===== src/rtl/shift_add_mult.sv =====
// Sequential unsigned shift-add multiplier.
// One partial product per clock; registered done_o pulse with result.
module shift_add_mult #(
  parameter int WIDTH_A = 8,
  parameter int WIDTH_B = 8
) (
  input  logic                       clk,
  input  logic                       rst,
  input  logic                       start_i,
  input  logic [WIDTH_A-1:0]         a_i,
  input  logic [WIDTH_B-1:0]         b_i,
  input  logic                       clr_i,
  output logic                       busy_o,
  output logic                       done_o,
  output logic [WIDTH_A+WIDTH_B-1:0] product_o
);

  localparam int WIDTH_P = WIDTH_A + WIDTH_B;
  localparam int CNT_W   = $clog2(WIDTH_B + 1);
  localparam logic [CNT_W-1:0] CNT_LOAD = CNT_W'(WIDTH_B);
  localparam logic [CNT_W-1:0] CNT_LAST = CNT_W'(1);
  localparam logic [CNT_W-1:0] CNT_ONE  = CNT_W'(1);

  typedef enum logic [1:0] {
    S_IDLE,
    S_CALC,
    S_DONE
  } state_t;

  state_t               state_q, state_d;
  logic [WIDTH_P-1:0]   a_sh_q, a_sh_d;
  logic [WIDTH_B-1:0]   b_sh_q, b_sh_d;
  logic [WIDTH_P-1:0]   acc_q, acc_d;
  logic [WIDTH_P-1:0]   prod_q, prod_d;
  logic [CNT_W-1:0]     cnt_q, cnt_d;
  logic [WIDTH_P-1:0]   sum;
  logic                 last;

  assign sum  = acc_q + (b_sh_q[0] ? a_sh_q : '0);
  assign last = (cnt_q == CNT_LAST);

  // State and datapath registers.
  always_ff @(posedge clk or posedge rst) begin
    if (rst) begin
      state_q <= S_IDLE;
      a_sh_q  <= '0;
      b_sh_q  <= '0;
      acc_q   <= '0;
      prod_q  <= '0;
      cnt_q   <= '0;
    end else begin
      state_q <= state_d;
      a_sh_q  <= a_sh_d;
      b_sh_q  <= b_sh_d;
      acc_q   <= acc_d;
      prod_q  <= prod_d;
      cnt_q   <= cnt_d;
    end
  end

  // Next state: clear wins; starts only taken in IDLE.
  always_comb begin
    state_d = state_q;
    if (clr_i) begin
      state_d = S_IDLE;
    end else begin
      unique case (state_q)
        S_IDLE:  if (start_i) state_d = S_CALC;
        S_CALC:  if (last) state_d = S_DONE;
        S_DONE:  state_d = S_IDLE;
        default: state_d = S_IDLE;
      endcase
    end
  end

  // Datapath next values: load, add-shift, capture product on last step.
  always_comb begin
    a_sh_d = a_sh_q;
    b_sh_d = b_sh_q;
    acc_d  = acc_q;
    prod_d = prod_q;
    cnt_d  = cnt_q;
    if (clr_i) begin
      a_sh_d = '0;
      b_sh_d = '0;
      acc_d  = '0;
      prod_d = '0;
      cnt_d  = '0;
    end else begin
      unique case (state_q)
        S_IDLE: begin
          if (start_i) begin
            a_sh_d = WIDTH_P'(a_i);
            b_sh_d = b_i;
            acc_d  = '0;
            cnt_d  = CNT_LOAD;
          end
        end
        S_CALC: begin
          acc_d  = sum;
          a_sh_d = a_sh_q << 1;
          b_sh_d = b_sh_q >> 1;
          cnt_d  = cnt_q - CNT_ONE;
          if (last) prod_d = sum;
        end
        S_DONE: begin
        end
        default: begin
        end
      endcase
    end
  end

  // Outputs decoded from registered state.
  always_comb begin
    busy_o    = (state_q != S_IDLE);
    done_o    = (state_q == S_DONE);
    product_o = prod_q;
  end

endmodule


===== config.mk =====
export PLATFORM = sky130hd
export DESIGN_NAME = shift_add_mult
export DESIGN_NICKNAME = d
export VERILOG_FILES = /design/src/rtl/shift_add_mult.sv
export SDC_FILE = /design/constraint.sdc
export NUM_CORES = 1
export LEC_CHECK = 0
export CAP_MARGIN = 10
export CORE_UTILIZATION = 56
export DETAILED_ROUTE_END_ITERATION = 7
export GPL_ROUTABILITY_DRIVEN = 0
export HOLD_SLACK_MARGIN = 0.15
export PLACE_DENSITY = 0.89
export SLEW_MARGIN = 5
export SYNTH_ARGS = -nofsm -noshare
export SYNTH_HDL_FRONTEND = slang
export SYNTH_SLANG_ARGS = --single-unit

===== constraint.sdc =====
create_clock -name clk -period 2.8 [get_ports clk]
set_clock_uncertainty 0.1 [all_clocks]
set_input_delay 0.7 -clock clk [delete_from_list [all_inputs] [get_ports clk]]
set_output_delay 0.7 -clock clk [all_outputs]
set_load 0.03 [all_outputs]

==> impl_metrics.toml, run 1 <==
[final_layout]
fillers = 442
utilization_pct = 70.4
drive_gt1_share_pct = 9.60
multi_input_area_um2 = 1660
antennaDiodeCount = 0
regArea_um2 = 1550
area_growth_pct = 19.2
layoutNonFillerInstCount = 447
fin_nets = 410

[place]
dp_cells = 433
place_ws_ns = 0.129
port_buffers = 37
hpwl_um = 5310

[floorplanning]
row_count = 27
dieHeight_um = 78.9
io_pins = 38
core_um2 = 5610
fp.dieW_um = 78.9
initial_core_util_pct = 59.1
die-area_um2 = 6230

[synth]
netlist_instances = 329
netlist_top_cells_count = "dfrtp_1 (62), nand2_1 (44), a22o_1 (30)"
ys_async_sr_fraction_pct = 100
yosysTopAreaCell = "dfrtp_1"
synth_top_area_share_pct = 46.8
yosys_warnings = 0
synth_edf_count = 0
ys_seq_elements = 62
synth.distinct_cells = 44
syn_avg_cell_area_um2 = 10.1
yosysSeqAreaShare_pct = 46.8
synth_area_leaders = "dfrtp_1 (47%), a22o_1 (7.9%), ha_1 (6.4%), nand2_1 (5.0%), a221o_1 (3.6%)"
synth_most_common_cell = "dfrtp_1"
syn_area_um2 = 3310
synth_top_flop_cell = "dfrtp_1"
syn_nets = 367

[worst_setup_path]
startpoint_type = "register"
cp_max_fo = 17
endpoint_kind = "register"
rrSetupSlack_ns = 0.20
cp_data_arrival_time_ns = 2.78
crit_type = "reg -> reg"
cp.required_ns = 2.98

[sta]
slew-limit-headroom_pct = 56.5
setup_viol_count_final = 0
tns_ns = 0
worst_pin_slew_ns = 0.651
fin_ws_ns = 0.200
fin_crit_sh_pct = 92.9
period_needed_ns = 2.60
fmax_mhz = 385
hold_viol = 0
rsz0062_at_grt = "no"
slew_violations = 0

[clocking]
ctsHoldBuffers = 0
tritoncts = "done"
htreeDepth = 3
cts_buffers = 9
clk_path_buf_depth = 2
path_clk_slew_ns = 0.06
cts.sink_count = 62
root_buffer = "clkbuf_8"
clock_latency_ns = 0.34
postCtsSetupBuffers = 0

[power_and_ir_drop]
finalPower_uw = 1810
peakVddDrop_v = 0.000418
leakagePower_uw = 0.00186
power_density_nw_per_um2 = 457

[route]
wirelength_um = 7320
vias = 2624
ant_nets = 0
first_pass_iters = 4
avgViaCountPerCell = 5.87
avgRoutedWirePerCell_um = 16.4
drc = 0
drtIter0Drc = 133

[grt]
overflow = 0
grt_pass1_vias = 2562
antenna_found_initial = 0
grt_max_degree = 43
track_usage_pct = 26.3
grt_pass1_wl_um = 12300

[run]
max-cap-violations = 0

[run_status]
status = "complete, no violations"

[worst_hold_path]
min_path_type = "reg -> reg"
==> metal layers <==
| metal | vias up | global-route usage [%] | part of all wire, % |
|---|---|---|---|
| met2 | 66 | 42.0 | 48 |
| met4 | 0 | 11.3 | 1.7 |
| met3 | 13 | 7.01 | 4.6 |
| li1 | 1277 | - | - |
| met5 | - | 0 | 0 |
| met1 | 1268 | 33.6 | 46 |
==> state kept, by name, summed over array words and instances, names as in the netlist <==
register / cells
a_sh_q: 16
acc_q: 16
product_o: 16
b_sh_q: 8
cnt_q: 4
state_q: 2
==> cell type report <==
cell class | count | area share, %
Clock buffer | 12 | 3.68
Timing Repair Buffer | 48 | 11.8
Clock inverter | 2 | 0.253
Multi-Input combinational cell | 243 | 41.9
Inverter | 8 | 0.760
Tap cell | 72 | 2.28
Sequential cell | 62 | 39.3
==> through the flow <==
step	hold WS (ns)	cell area [µm²]
3_3_place_gp	0.362	3790
3_5_place_dp	0.379	3790
5_1_grt	0.419	3950
2_1_floorplan	0.350	3310
4_1_cts	0.392	3950
6_report	0.392	3950
==> placed cells by master, fill, tap and decap left out, types with 2 or more instances in the layout <==
cell type and n:
a21oi_1 15, a22oi_1 5, o211ai_1 5, a211oi_1 2, clkbuf_1 2, a21o_1 2
clkinv_2 2, nor2b_1 2, nor3_1 5, clkbuf_8 10, o21ai_0 17, nand2b_1 5
dfrtp_1 61, o21ai_1 2, o311ai_1 2, a22o_1 30, ha_1 17, nand2_1 44
nor2_1 27, nand3_1 2, clkdlybuf4s50_1 37, xor2_1 5, inv_1 7, xnor2_1 8
a221o_1 12, and2_1 16, buf_4 10
==> power by group <==
| group | switching [µW] | total (µW) | internal, µW |
|---|---|---|---|
| sequential | 29.5 | 957 | 928 |
| combinational | 110 | 193 | 82.3 |
| clock | 324 | 656 | 333 |
| total | 464 | 1810 | 1340 |
==> worst paths after layout <==
kind                                start   endpoint  cells after the start
worst max-delay path            b_sh_q[0]  acc_q[14]                     10
worst min-delay path             acc_q[3]   acc_q[3]                      2
worst max register to register  b_sh_q[0]  acc_q[14]                     10
worst min register to register   acc_q[3]   acc_q[3]                      2
max in group asynchronous             rst  b_sh_q[0]                      3
min in group asynchronous             rst   acc_q[6]                      2
==> worst max-delay path: stages, from the launching register on <==
cell and delay (ns):
dfrtp_2 0.50, and2_1 0.16, ha_1 0.19, inv_1 0.07, fa_1 0.39, nand2b_1 0.17
a21oi_1 0.16, o21ai_1 0.14, o211ai_1 0.23, xor2_1 0.27, a22o_1 0.17
==> what timing repair did <==
item                                    in CTS  in global routing
hold endpoints to repair                     0                  0
gates resized for setup                      0                  1
endpoints found under the setup margin       0                  4
==> cells by family (layout without fill, tap and decap cells) <==
kind of cell	count (synthesis)	in the layout	share of synthesized area [%]
DFF	62	62	46.8
adders and majority gates	18	18	7.02
xor gates and xnor gates	13	13	3.44
buffers and inverters	24	70	3.44
AOI/OAI and AO/OA	105	105	24.6
and+or+nand+nor	107	107	14.7
Power figures use the tool's default switching activity.
==> run 2, diff against run 1 <==
- PLACE_DENSITY: 0.89 -> 0.8
- RECOVER_POWER: not set -> 100
==> run 2 against run 1 <==
Compared with the run above:
- final cell count increased by 0.45%
- routed wire length is 1.5% higher
- global-route usage is 1.5 points higher
- die area did not move
- register-to-register slack lost 0.03 ns
- hold slack got worse by 0.0086 ns
- sequential power about the same
- first-iteration DRC count up 20%
- sequential share of layout area decreased by 0.30 points
- via count grew 0.30%
- maximum frequency fell by 1.1%
- critical endpoint is now acc_q[13]
- highest routed layer unchanged
==> impl_metrics.toml, run 2 (same netlist as run 1, synthesis figures left out) <==
[power_and_ir_drop]
peakVddDrop_v = 0.000342
power_density_nw_per_um2 = 504
leakagePower_uw = 0.00194

[sta]
setup_viol_count_final = 0
worst_pin_slew_ns = 0.813
whs_ns = 0.383
period_needed_ns = 2.63
tns_ns = 0
slew-limit-headroom_pct = 45.8
slew_violations = 0
fmax_mhz = 380
hold_viol = 0
rsz0062_at_grt = "no"
fin_crit_sh_pct = 93.9

[route]
vias = 2632
drc = 0
wirelength_um = 7430
ant_nets = 0
first_pass_iters = 4
avgRoutedWirePerCell_um = 16.6
avgViaCountPerCell = 5.86
drtIter0Drc = 160

[grt]
global_route.usage.met3_pct = 7.13
antenna_found_initial = 0
met1_usage_pct = 35.1
met2_usage_pct = 44.3
grt_pass1_vias = 2722
track_usage_pct = 27.8
overflow = 0
grt_max_degree = 33
grt_pass1_wl_um = 13000
grt_busiest_layer = "met2"

[worst_setup_path]
cp.required_ns = 2.93
startpoint_type = "register"
cp_data_arrival_time_ns = 2.76
cp_max_fo = 17
crit_type = "reg -> reg"
endpoint_kind = "register"

[clocking]
ctsHoldBuffers = 0
clock_latency_ns = 0.35
cts_buffers = 9
root_buffer = "clkbuf_8"
htreeDepth = 3
clk_path_buf_depth = 2
cts.sink_count = 62
tritoncts = "done"
path_clk_slew_ns = 0.07

[worst_hold_path]
min_path_type = "reg -> reg"

[final_layout]
fin_nets = 410
drive_gt1_share_pct = 8.22
area_growth_pct = 20.1
final_cell_mix = "dfrtp_1 (61), nand2_1 (44), a22o_1 (30)"
antennaDiodeCount = 0
final_common_cell = "dfrtp_1"

[floorplanning]
fp.dieW_um = 78.9
dieHeight_um = 78.9
die-area_um2 = 6230
io_pins = 38
row_count = 27
core_um2 = 5610
initial_core_util_pct = 59.1

[run]
max-cap-violations = 0

[place]
hpwl_um = 5300
port_buffers = 37

[run_status]
status = "complete, no violations"
## run 2: cell types whose count changed in the layout (fill, tap and decap cells not counted), moves of 2 or more
| cell | previous run | this run |
|---|---|---|
| clkbuf_2 | 0 | 3 |
| bufinv_16 | 0 | 2 |
| clkbuf_1 | 2 | 4 |
| clkdlybuf4s50_1 | 37 | 16 |
| dlygate4sd3_1 | 0 | 21 |
| buf_4 | 10 | 5 |
## run 2: timing repair
item                                    in CTS  in global routing
endpoints found under the setup margin       0                  6
buffers inserted                             0                  0
gates resized for setup                      0                  1
## run 2: final timing paths
kind | from | end | slack (ns) | cells after the start
worst min register to register | b_sh_q[1] | b_sh_q[1] | 0.38 | 2
worst min-delay path | b_sh_q[1] | b_sh_q[1] | 0.38 | 2
max in group asynchronous | rst | b_sh_q[0] | 0.64 | 3
min in group asynchronous | rst | product_o[2] | 0.75 | 2
worst max register to register | b_sh_q[0] | acc_q[13] | 0.17 | 9
worst max-delay path | b_sh_q[0] | acc_q[13] | 0.17 | 9
## run 2: critical path, stage by stage (launching register included)
cell and delay [ns]:
dfrtp_2 0.49, nand2_1 0.15, inv_1 0.06, ha_1 0.30, a211oi_1 0.35, o21ai_2 0.12, o21a_1 0.25, a31oi_4 0.25
o32ai_2 0.13, a221o_1 0.30
## run 2: through the flow
stage | util (%) | power (µW) | area (µm²) | std cells | worst slack (ns)
final | 71.0 | 2010 | 3980 | 449 | 0.170
after global routing | 71.0 | 2090 | 3980 | 449 | 0.0321
after CTS | 71.7 | 2030 | 4020 | 449 | 0.143
after detailed placement | 67.8 | 1170 | 3800 | 433 | 0.147
after global placement | 67.8 | 1160 | 3800 | 433 | 0.291
after floorplan | - | 1080 | 3310 | 329 | 0.421
## run 2: cell type report
| type | instances | area (µm²) |
|---|---|---|
| Timing Repair Buffer | 48 | 450 |
| Clock inverter | 4 | 70.1 |
| Clock buffer | 12 | 145 |
| Fill cell | 457 | 1630 |
| Multi-Input combinational cell | 243 | 1640 |
| Inverter | 8 | 30.0 |
| Sequential cell | 62 | 1550 |
| Tap cell | 72 | 90.1 |
## run 2: routing by layer
metal | vias to the layer above | share of wire, %
met5 | - | 0
met4 | 0 | 2.5
met3 | 18 | 5.1
met2 | 83 | 48
met1 | 1251 | 45
li1 | 1280 | -
## run 2: where the power goes
part | internal, µW | total (µW) | switching [µW] | leakage, µW
Combinational | 78.2 | 186 | 108 | 0.000981
Clock | 523 | 864 | 341 | 0.000110
Sequential | 928 | 957 | 29.8 | 0.000847
Total | 1530 | 2010 | 479 | 0.00194
==> run 3, diff against run 2 <==
- CORE_ASPECT_RATIO: not set -> 0.5
==> run 3 against run 2 <==
Compared with the run above:
- clock power is 35% higher
- clock-buffer cell count is 1 higher
- final cell count is 0.22% lower
- sequential power hardly changed
- maximum frequency is 1.2% higher
- total power is 15% higher
==> impl_metrics.toml, run 3 (same netlist as run 1, synthesis figures left out) <==
[route]
ant_nets = 0
avgViaCountPerCell = 6.15
drc = 0
vias = 2757
drtIter0Drc = 161
first_pass_iters = 5
avgRoutedWirePerCell_um = 16.8
wirelength_um = 7530

[final_layout]
final_cell_mix = "dfrtp_1 (62), nand2_1 (44), a22o_1 (30)"
area_growth_pct = 22.7
fin_nets = 408
drive_gt1_share_pct = 8.80
final_common_cell = "dfrtp_1"
layoutNonFillerInstCount = 448
antennaDiodeCount = 0

[clocking]
tritoncts = "done"
clk_path_buf_depth = 2
clock_latency_ns = 0.33
htreeDepth = 3
post_cts_resized = 0
cts_buffers = 9
ctsHoldBuffers = 0
path_clk_slew_ns = 0.05
root_buffer = "clkbuf_16"
cts.sink_count = 62
postCtsSetupBuffers = 0

[grt]
grt_pass1_wl_um = 12700
track_usage_pct = 26.4
grt_max_degree = 63
antenna_found_initial = 0
grt_pass1_vias = 2664
overflow = 0

[floorplanning]
dieHeight_um = 56.4
core_um2 = 5590
die-area_um2 = 6250
io_pins = 38
initial_core_util_pct = 59.3
fp.dieW_um = 111
row_count = 19

[sta]
slew-limit-headroom_pct = 2.14
period_needed_ns = 2.60
setup_viol_count_final = 0
tns_ns = 0
hold_viol = 0
fmax_mhz = 385
rsz0062_at_grt = "no"
fin_crit_sh_pct = 92.8
worst_pin_slew_ns = 1.47
slew_violations = 0

[worst_setup_path]
path_buf_inv = 1
cp_num_cells = 9
r2r-start = "b_sh_q[0]"
startpoint_type = "register"
r2r_cells = 9
regToRegEndpoint = "acc_q[13]"
rrSetupSlack_ns = 0.20
cp_data_arrival_time_ns = 2.71
cpLargestDelayFamily = "compound AO/OA/AOI/OAI gates"
crit_start = "b_sh_q[0]"
endpoint_kind = "register"
cp_max_fo = 13
crit_path_max_incr_delay_ns = 0.41
path_cells = "buf_4 -> and2_0 -> ha_1 -> o211ai_2 -> o21ai_2 -> o21a_2 -> a31oi_4 -> o32ai_1 -> a221o_1"
crit_type = "reg -> reg"
crit_path_end = "acc_q[13]"
slowest_stage = "dfrtp_1"
cp.required_ns = 2.91

[place]
hpwl_um = 5200
dp_cells = 432
port_buffers = 37

[run_status]
status = "complete, no violations"

[run]
max-cap-violations = 0

[worst_hold_path]
hold_start = "product_o[1]"
min_path_type = "reg -> reg"

[power_and_ir_drop]
leakagePower_uw = 0.00198
peakVddDrop_v = 0.000619
power_density_nw_per_um2 = 568
[run 3: cell count changes in the layout (fill, tap and decap cells not counted), sizes merged]
cell / change
inv: -1
bufinv: -1
clkinv: +1
buf: -1
[run 3: final cells by class]
| class | instances | area, µm² |
|---|---|---|
| multi-input combinational | 243 | 1650 |
| sequential | 62 | 1550 |
| fill | 396 | 1520 |
| timing repair buffer | 46 | 425 |
| clock buffer | 13 | 280 |
| tap | 73 | 91.3 |
| clock inverter | 3 | 40.0 |
| inverter | 8 | 30.0 |
[run 3: worst min-delay path, stage by stage, from the launching register on]
cell	delay, ns
dfrtp_1	0.34
nand2_1	0.04
o21ai_0	0.06
[run 3: per-layer routing]
metal  share of wire [%]  up-vias  GRT usage (%)  wire length [µm]
met2                  47      116           41.8              3530
met5                   0        -              0                 0
met4                 2.6        0           12.8               199
met1                  43     1344           32.8              3270
met3                 7.0       27           8.96               528
li1                    -     1270              -                 -
[run 3: stage by stage]
stage                     util (%)  hold WS (ns)  area, µm²  power [µW]  setup slack [ns]
after CTS                     73.6         0.386       4110        2330             0.207
after detailed placement      67.9         0.374       3790        1160             0.297
after floorplan                  -         0.350       3310        1080             0.421
final                         72.8         0.379       4070        2310             0.201
after global routing          72.8         0.416       4070        2390            0.0615
after global placement        67.9         0.364       3790        1150             0.345
[run 3: power breakdown]
part | internal (µW) | switching (µW)
sequential | 929 | 26.6
combinational | 75.4 | 113
clock | 782 | 385
[run 3: worst min path at each step]
stage | cells after the start | end | slack (ns)
after floorplan | 2 | b_sh_q[1] | 0.35
after global placement | 2 | b_sh_q[7] | 0.36
after detailed placement | 2 | product_o[1] | 0.37
after CTS | 2 | b_sh_q[7] | 0.39
after global routing | 1 | product_o[0] | 0.42
final | 2 | product_o[1] | 0.38
